## src/rtl/mem_access_pkg.sv

```systemverilog
// Shared definitions for mem_access: INST_* opcode encodings, FSM states, out_err codes.
package mem_access_pkg;

  localparam logic [5:0] INST_LB  = 6'h20;
  localparam logic [5:0] INST_LH  = 6'h21;
  localparam logic [5:0] INST_LW  = 6'h23;
  localparam logic [5:0] INST_LBU = 6'h24;
  localparam logic [5:0] INST_LHU = 6'h25;
  localparam logic [5:0] INST_SB  = 6'h28;
  localparam logic [5:0] INST_SH  = 6'h29;
  localparam logic [5:0] INST_SW  = 6'h2B;

  typedef enum logic [1:0] {
    IDLE = 2'd0,
    REQ  = 2'd1,
    RESP = 2'd2
  } state_e;

  localparam logic [1:0] ERR_NONE     = 2'd0;
  localparam logic [1:0] ERR_MISALIGN = 2'd1;
  localparam logic [1:0] ERR_TIMEOUT  = 2'd2;

  function automatic logic is_subword(input logic [5:0] op);
    return (op == INST_LB) || (op == INST_LBU) || (op == INST_LH) ||
           (op == INST_LHU) || (op == INST_SB) || (op == INST_SH);
  endfunction

endpackage

```

## src/rtl/mem_access_align.sv

```systemverilog
// mem_align: little-endian lane steering for stores and extraction/extension for loads.
// Sub-word handling exists only when MEM_SUBWORD_EN is defined.
module mem_align
  import mem_access_pkg::*;
(
`ifdef MEM_SUBWORD_EN
  input  logic [5:0]  op_i,
  input  logic [1:0]  lane_i,
`endif
  input  logic [31:0] st_data_i,
  input  logic [31:0] rdata_i,
  output logic [3:0]  be_o,
  output logic [31:0] wdata_o,
  output logic [31:0] ld_data_o
);

`ifdef MEM_SUBWORD_EN
  logic [7:0]  byte_s;
  logic [15:0] half_s;

  // Lane select and extension keyed on opcode; word ops fall through unchanged.
  always_comb begin
    byte_s    = rdata_i[{lane_i, 3'b000} +: 8];
    half_s    = lane_i[1] ? rdata_i[31:16] : rdata_i[15:0];
    be_o      = 4'hF;
    wdata_o   = st_data_i;
    ld_data_o = rdata_i;
    case (op_i)
      INST_SB:  begin be_o = 4'b0001 << lane_i; wdata_o = {4{st_data_i[7:0]}}; end
      INST_SH:  begin be_o = lane_i[1] ? 4'b1100 : 4'b0011; wdata_o = {2{st_data_i[15:0]}}; end
      INST_LB:  begin be_o = 4'b0001 << lane_i; ld_data_o = {{24{byte_s[7]}}, byte_s}; end
      INST_LBU: begin be_o = 4'b0001 << lane_i; ld_data_o = {24'd0, byte_s}; end
      INST_LH:  begin be_o = lane_i[1] ? 4'b1100 : 4'b0011; ld_data_o = {{16{half_s[15]}}, half_s}; end
      INST_LHU: begin be_o = lane_i[1] ? 4'b1100 : 4'b0011; ld_data_o = {16'd0, half_s}; end
      default:  ;
    endcase
  end
`else
  assign be_o      = 4'hF;
  assign wdata_o   = st_data_i;
  assign ld_data_o = rdata_i;
`endif

endmodule

```

## src/rtl/mem_access.sv

```systemverilog
// mem_access: memory stage (IDLE/REQ/RESP) with ack timeout and misalignment traps.
// Optional MEM_SUBWORD_EN adds byte/halfword loads and stores.
module mem_access
  import mem_access_pkg::*;
#(
  parameter int unsigned ACK_TIMEOUT = 255
) (
  input  logic        clk,
  input  logic        rst,
  input  logic        in_valid,
  output logic        in_ready,
  input  logic [5:0]  opcode,
  input  logic [31:0] alu_rslt,
  input  logic [31:0] st_data,
  input  logic [4:0]  rd_in,
  input  logic        wb_en_in,
  output logic        mem_req,
  output logic        mem_we,
  output logic [3:0]  mem_be,
  output logic [31:0] mem_addr,
  output logic [31:0] mem_wdata,
  input  logic        mem_ack,
  input  logic [31:0] mem_rdata,
  output logic        out_valid,
  input  logic        out_ready,
  output logic [31:0] out_data,
  output logic [4:0]  out_rd,
  output logic        out_we,
  output logic [1:0]  out_err
);

  state_e      state_q;
  logic [7:0]  cnt_q;
  logic        ld_we_q;
  logic        acc_s, is_mem_s, is_st_s, mis_s, pass_we_s;
  logic [3:0]  be_s;
  logic [31:0] wdata_s, ld_data_s;

  // rst gates in_ready so nothing is accepted while reset is held.
  assign in_ready = rst && ((state_q == IDLE) || ((state_q == RESP) && out_ready));
  assign acc_s    = in_valid && in_ready;

`ifdef MEM_SUBWORD_EN
  logic [5:0] op_q;
  logic [1:0] lane_q;

  // Remember opcode and lane so the load result can be extracted at ack time.
  always_ff @(posedge clk or negedge rst) begin
    if (!rst) begin
      op_q   <= 6'd0;
      lane_q <= 2'd0;
    end else if (acc_s) begin
      op_q   <= opcode;
      lane_q <= alu_rslt[1:0];
    end
  end

  mem_align u_align (
    .op_i      ((state_q == REQ) ? op_q : opcode),
    .lane_i    ((state_q == REQ) ? lane_q : alu_rslt[1:0]),
    .st_data_i (st_data),
    .rdata_i   (mem_rdata),
    .be_o      (be_s),
    .wdata_o   (wdata_s),
    .ld_data_o (ld_data_s)
  );
`else
  mem_align u_align (
    .st_data_i (st_data),
    .rdata_i   (mem_rdata),
    .be_o      (be_s),
    .wdata_o   (wdata_s),
    .ld_data_o (ld_data_s)
  );
`endif

  // Classify the incoming instruction: memory op, store, misaligned.
  always_comb begin
    is_st_s   = (opcode == INST_SW);
    is_mem_s  = (opcode == INST_LW) || is_st_s;
    mis_s     = is_mem_s && (alu_rslt[1:0] != 2'b00);
`ifdef MEM_SUBWORD_EN
    pass_we_s = wb_en_in;
    case (opcode)
      INST_LB, INST_LBU: begin is_mem_s = 1'b1; mis_s = 1'b0; end
      INST_LH, INST_LHU: begin is_mem_s = 1'b1; mis_s = alu_rslt[0]; end
      INST_SB:           begin is_mem_s = 1'b1; is_st_s = 1'b1; mis_s = 1'b0; end
      INST_SH:           begin is_mem_s = 1'b1; is_st_s = 1'b1; mis_s = alu_rslt[0]; end
      default:           ;
    endcase
`else
    pass_we_s = wb_en_in && !is_subword(opcode);
`endif
  end

  // Stage FSM with all bus and writeback outputs registered.
  always_ff @(posedge clk or negedge rst) begin
    if (!rst) begin
      state_q   <= IDLE;
      cnt_q     <= 8'd0;
      ld_we_q   <= 1'b0;
      mem_req   <= 1'b0;
      mem_we    <= 1'b0;
      mem_be    <= 4'd0;
      mem_addr  <= 32'd0;
      mem_wdata <= 32'd0;
      out_valid <= 1'b0;
      out_data  <= 32'd0;
      out_rd    <= 5'd0;
      out_we    <= 1'b0;
      out_err   <= ERR_NONE;
    end else begin
      case (state_q)
        IDLE, RESP: begin
          if ((state_q == IDLE) || out_ready) begin
            out_valid <= 1'b0;
            state_q   <= IDLE;
          end
          if (acc_s) begin
            out_rd <= rd_in;
            if (is_mem_s && !mis_s) begin
              state_q   <= REQ;
              cnt_q     <= 8'd0;
              ld_we_q   <= wb_en_in && !is_st_s;
              mem_req   <= 1'b1;
              mem_we    <= is_st_s;
              mem_be    <= be_s;
              mem_addr  <= {alu_rslt[31:2], 2'b00};
              mem_wdata <= wdata_s;
            end else begin
              state_q   <= RESP;
              out_valid <= 1'b1;
              out_data  <= alu_rslt;
              out_we    <= is_mem_s ? 1'b0 : pass_we_s;
              out_err   <= is_mem_s ? ERR_MISALIGN : ERR_NONE;
            end
          end
        end
        REQ: begin
          if (mem_ack) begin
            mem_req   <= 1'b0;
            mem_we    <= 1'b0;
            state_q   <= RESP;
            out_valid <= 1'b1;
            out_data  <= ld_data_s;
            out_we    <= ld_we_q;
            out_err   <= ERR_NONE;
          end else if (cnt_q == 8'(ACK_TIMEOUT - 1)) begin
            mem_req   <= 1'b0;
            mem_we    <= 1'b0;
            state_q   <= RESP;
            out_valid <= 1'b1;
            out_data  <= 32'd0;
            out_we    <= 1'b0;
            out_err   <= ERR_TIMEOUT;
          end else begin
            cnt_q <= cnt_q + 8'd1;
          end
        end
        default: state_q <= IDLE;
      endcase
    end
  end

endmodule

```

## config.mk

```make
export PLATFORM = sky130hd
export DESIGN_NAME = mem_access
export DESIGN_NICKNAME = d
export VERILOG_FILES = /design/src/rtl/mem_access_pkg.sv /design/src/rtl/mem_access_align.sv /design/src/rtl/mem_access.sv
export SDC_FILE = /design/constraint.sdc
export NUM_CORES = 1
export LEC_CHECK = 0
export BUFFER_PORTS_ARGS = -buffer_cell sky130_fd_sc_hd__buf_2
export CORE_MARGIN = 2
export CORE_UTILIZATION = 53
export CTS_BUF_LIST = sky130_fd_sc_hd__clkbuf_8
export DETAILED_ROUTE_END_ITERATION = 12
export GPL_TIMING_DRIVEN = 0
export MAX_ROUTING_LAYER = met4
export PLACE_DENSITY = 0.92
export SYNTH_ARGS = -nofsm -noshare
export SYNTH_HDL_FRONTEND = slang
export SYNTH_SLANG_ARGS = --single-unit
```

## constraint.sdc

```tcl
create_clock -name clk -period 3 [get_ports clk]
set_clock_uncertainty 0.1 [all_clocks]
set_input_delay 0.45 -clock clk [delete_from_list [all_inputs] [get_ports clk]]
set_output_delay 0.45 -clock clk [all_outputs]
set_load 0.01 [all_outputs]
```

Word-level counts from Yosys, hierarchy flattened:

Cells that the tools add are included.

* bits of input ports: 113
* bits in registers: 117
* word-level logic and storage cells: 101
* output and inout bits: 112

* multiplexer cells: 40
* add/sub/neg operators: 1
* reductions and logical operators: 29
* equal/unequal tests: 18

Operators by type and width (number)
* 32-bit two-way mux: 4
* 32-bit one-hot mux with 2 select lines: 1
* 6-bit equality test, second input constant: 8
* 8-bit two-way mux: 4
* 1-bit two-way mux: 16
* 2-bit two-way mux: 8
* 8-bit one-hot mux with 2 select lines: 1
* 2-bit != test, second input constant: 5
* 8-bit by 1-bit adder with 8-bit output, second input constant: 1
* 8-bit equality test, second input constant: 1
* 1-bit logical OR: 8
* 1-bit one-hot mux with 2 select lines: 4
* 2-bit one-hot mux with 2 select lines: 2
* 4-bit AND reduction: 2
* 1-bit logical AND: 7
* 3-bit != test, second input constant: 2
* 2-bit AND reduction: 3
* 5-bit AND reduction: 1
* 2-bit nonzero test: 2
* 1-bit logical NOT: 3
* 3-bit AND reduction: 1
* 2-bit by 1-bit equality test with 1-bit output, second input constant: 1
* 2-bit equality test, second input constant: 1
* 2-bit logical NOT: 1
* 2-bit OR reduction: 1

Longest topological paths before layout:

* depth after elaboration: 12
* gate-level depth with buffers: 8
* depth with buffers taken out: 6

Modules after synthesis:

From an unflattened synthesis, not the netlist that was laid out.

* cells, all modules: 487
* area total of the unflattened synthesis: 5836.8 um^2

Modules (own cells, without submodules)
* mem_access: times used 1, area each 5322.6 um^2, cells an instance 418, seq. area each 3002.9 um^2
* mem_align: times used 1, area each 514.2 um^2, cells an instance 69, seq. area each 0.0 um^2

Least setup slack after synthesis:

Ideal clock, no wire load.

* kind: reg-to-reg
* start point: reg cnt_q[0]
* end point: reg out_data[26]
* stages on the path, launching flop included: 9
* path buffers: 2
* setup slack: 949 ps
* required time: 2773 ps
* data arrival time: 1823 ps
* clock period less this slack: 2051 ps
* setup time: 127 ps
* path through: dfrtp_1 -> inv_1 -> ha_1 -> nand3_1 -> o21a_4 -> nor4bb_4 -> buf_6 -> buf_8 -> mux2_1

* cells in the longest elaborated chain, start to end: 3

Ends and longest elaborated chain
* start: declaration: line mem_access.sv:33 `logic [7:0] cnt_q;`
* start signal: assignment: line mem_access.sv:157 `cnt_q <= cnt_q + 8'd1;`
* 8-bit equality test: line mem_access.sv:148 `end else if (cnt_q == 8'(ACK_TIMEOUT - 1)) begin`
* 3-bit != test (no source line)
* 4-bit AND reduction (no source line)
* end signal: assignment: line mem_access.sv:133 `out_data <= alu_rslt;`
* end signal: assignment: line mem_access.sv:145 `out_data <= ld_data_s;`
* end: declaration: line mem_access.sv:26 `output logic [31:0] out_data,`

No other way between the ends.
A chain may end at the register's enable or synchronous reset.

Final worst setup path:

* start point: in rst
* end point: reg mem_addr[25]

* cells in the longest elaborated chain, start to end: 3

Ends and longest elaborated chain
* start: declaration: line mem_access.sv:9 `input logic rst,`
* 1-bit logical AND: line mem_access.sv:40 `assign in_ready = rst && ((state_q == IDLE) || ((state_q == RESP) && out_ready));`
* 1-bit logical AND: line mem_access.sv:41 `assign acc_s = in_valid && in_ready;`
* 3-bit AND reduction (no source line)
* end signal: assignment: line mem_access.sv:128 `mem_addr <= {alu_rslt[31:2], 2'b00};`
* end: declaration: line mem_access.sv:20 `output logic [31:0] mem_addr,`

No other way between the ends.

==> results_dict.tcl <==
set metrics [dict create \
    status "complete, no violations" \
    synth_cells 426 \
    root_buffer "clkbuf_8" \
    leakagePower_nw 3.93 \
    ys_ff_latch 117 \
    wl_met2_mm 7.44 \
    finalHoldViolCount 0 \
    grt_max_degree 106 \
    cp.depth 8 \
    netlist_area_um2 5350 \
    crit_top_cell "buf_6" \
    worstSetupPathType "in2reg" \
    grt_pass1_wl_mm 23.0 \
    slowest_delay_ps 560 \
    cts_setup_buffers 0 \
    portBuffers 221 \
    power_density_nw_per_um2 547 \
    wl_per_cell_um 17.6 \
    die_h_um 104 \
    grt_pass1_vias 4521 \
    r2r_cells 8 \
    initial_core_util_pct 54.7 \
    tns_ps 0 \
    fillers 666 \
    slowest_stage "dlygate4sd3_1" \
    routed_wl_mm 14.3 \
    diodes 0 \
    drtPass1Iterations 5 \
    yosysSeqAreaShare_pct 54.7 \
    htreeDepth 4 \
    worstReg2RegStart "cnt_q[0]" \
    crit_family "buffers and inverters" \
    cts_tree "done" \
    rr_endpoint "out_data[30]" \
    critical_path.startpoint "rst" \
    place_inst 782 \
    vias 4331 \
    yosysUniqueCellTypes 50 \
    avgSynthCellArea_um2 12.6 \
    drv_cap 0 \
    cts.sinks 117 \
    fin_crit_ps 2800 \
    die_x_um 104 \
    cts.clk_slew.worst_paths_ps 70 \
    syn2layout_area_growth_pct 31.9 \
    post-route-util_pct 72.2 \
    overflow 0 \
    highest_layer "met4" \
    arrival_ps 3000 \
    ant_nets 0 \
    gp_congestion 0.886 \
    dp_slack_ps 320 \
    report.final.slew_viol_count 0 \
    design_area_um2 7060 \
    drc 0 \
    hp-class "in2reg" \
    cp.required_ps 3200 \
    endpoint "mem_addr[25]" \
    synthTopCellsByArea "dfrtp_1 (55%), mux2_2 (15%), mux2_4 (5.6%), nand2_1 (5.1%), nand3_1 (3.6%)" \
    clkLatencyLatePin_ps 410 \
    nets 784 \
    cp-start-kind "input port" \
    slew_headroom_pct 57.4 \
    cts.path.max_buffers 2 \
    wl_met3_um 801 \
    core-area_um2 9770 \
    crit_chain "dlygate4sd3_1 > buf_6 > buf_16 > nand4b_2 > nand3b_1 > buf_2 > buf_6 > mux2_2" \
    setup_viol 0 \
    dr.first_iter.drc_count 228 \
    rsz0062_at_grt "no" \
    antenna_found_initial 0 \
    critPathBufInv 5 \
    ios 225 \
    fin_crit_sh_pct 93.4 \
    vdd_drop_max_uv 334 \
    timing.final.ws_setup_ps 199 \
    rows 36 \
    timing.fmax_ghz 0.357 \
    finalNonFillerCells 813 \
    post-dp-hpwl_mm 10.5 \
    drive_gt1_share_pct 54.7 \
    track_usage_pct 27.6 \
    crit_path_end_kind "register" \
    yosys.area.top_type "dfrtp_1" \
    viasPerCell 5.33 \
    worst_pin_slew_ps 639 \
    met1_length_mm 5.72 \
    r2r_setup_slack_ps 720 \
    path_max_fanout 105 \
    cts_buffers 17 \
    synth_warnings 0 \
    dpl_cell_area_um2 6660 \
    dieArea_um2 10900 \
    synth_top_area_share_pct 54.7 \
]
==> sequential cells by signal, summed over array words and instances, names as in the netlist, 2 cells and up <==
name and flops:
out_err 2, mem_addr 30, out_data 32, state_q 2, out_rd 5, mem_wdata 32, cnt_q 8
==> power by group <==
group          internal, mW  switching (mW)  total [mW]
registers              1.72          0.0859        1.81
logic                 0.320           0.298       0.618
clock network         0.821           0.611        1.43
==> cells in the mapped netlist, drive strengths merged <==
master / number
mux2i: 1
and3: 1
and2: 1
o31ai: 1
and4bb: 1
clkbuf: 7
nor2b: 1
nand3: 38
a2111oi: 1
nand4b: 2
a31oi: 5
a211o: 1
a41oi: 1
o221ai: 1
and4: 1
inv: 8
nand4: 2
nor3: 2
buf: 25
nor4bb: 1
nand3b: 1
o31a: 1
nand2: 72
nor2: 4
maj3: 1
conb: 1
ha: 2
a32o: 1
a21oi: 7
mux2: 102
o41ai: 1
o21ai: 5
dfrtp: 117
o21a: 3
nand2b: 5
nor3b: 1
o22ai: 1
==> layer usage <==
metal  global-route usage, %  vias up
li1                        -     1960
met1                    31.8     2117
met2                    47.6      212
met3                    6.58       42
met4                    9.27        0
met5                       -        -
==> what timing repair did <==
action / 4_1_cts / 5_1_grt
gates resized for setup: 0 / 0
hold buffers: 1 / 0
hold endpoints to repair: 15 / 0
==> layout make-up <==
class                   count  area, µm²  area share [%]
plain buffers              32        251            3.56
inverters                   8       30.0           0.425
clock inverters            12        139            1.97
repair buffers            223       1150            16.3
flip-flops and latches    117       2930            41.5
multi-input cells         270       2150            30.4
clock buffers              18        248            3.51
well taps                 133        166            2.36
==> metrics by stage <==
stage	hold slack (ps)	power, mW
after floorplan	54.4	2.12
after CTS	137	3.88
final	162	3.86
after global placement	366	2.41
after detailed placement	193	2.45
after global routing	127	4.03
==> worst min-delay path by stage <==
stage,startpoint,cells past startpoint,to,slack (ps)
finish,st_data[16],2,mem_wdata[16],160
global route,st_data[28],2,mem_wdata[28],130
CTS,st_data[1],2,mem_wdata[1],140
detailed placement,rst,1,mem_addr[23],190
global placement,out_data[4],1,out_data[4],370
floorplan,rst,0,cnt_q[0],50
==> cell usage in the layout, fill, tap and decap left out, types with 2 or more instances in the layout <==
| master | n |
|---|---|
| clkbuf_1 | 7 |
| nand2b_1 | 4 |
| o21ai_0 | 5 |
| buf_6 | 8 |
| buf_1 | 3 |
| buf_12 | 2 |
| bufinv_16 | 3 |
| mux2_4 | 20 |
| nor3_1 | 2 |
| mux2_2 | 70 |
| buf_4 | 8 |
| a21oi_1 | 6 |
| mux2_1 | 12 |
| a31oi_1 | 4 |
| clkinv_2 | 6 |
| nor2_1 | 4 |
| dfrtp_1 | 117 |
| nand2_1 | 72 |
| inv_1 | 9 |
| conb_1 | 2 |
| buf_2 | 224 |
| nand3_1 | 38 |
| o21a_1 | 2 |
| clkbuf_8 | 18 |
| clkinvlp_4 | 2 |
| ha_1 | 2 |
==> cells by family (layout without fill, tap and decap cells) <==
logic type	Yosys count	after routing	synth area share (%)
AO/OA/AOI/OAI	29	29	4.04
adder cells (fa/ha/maj)	3	3	0.655
AND/OR/NAND/NOR	133	133	12.2
flip-flops	117	117	54.7
buffers and inverters	40	293	5.26
other	1	2	0.0701
multiplexers	103	103	23.1
Power figures use the tool's default switching activity.
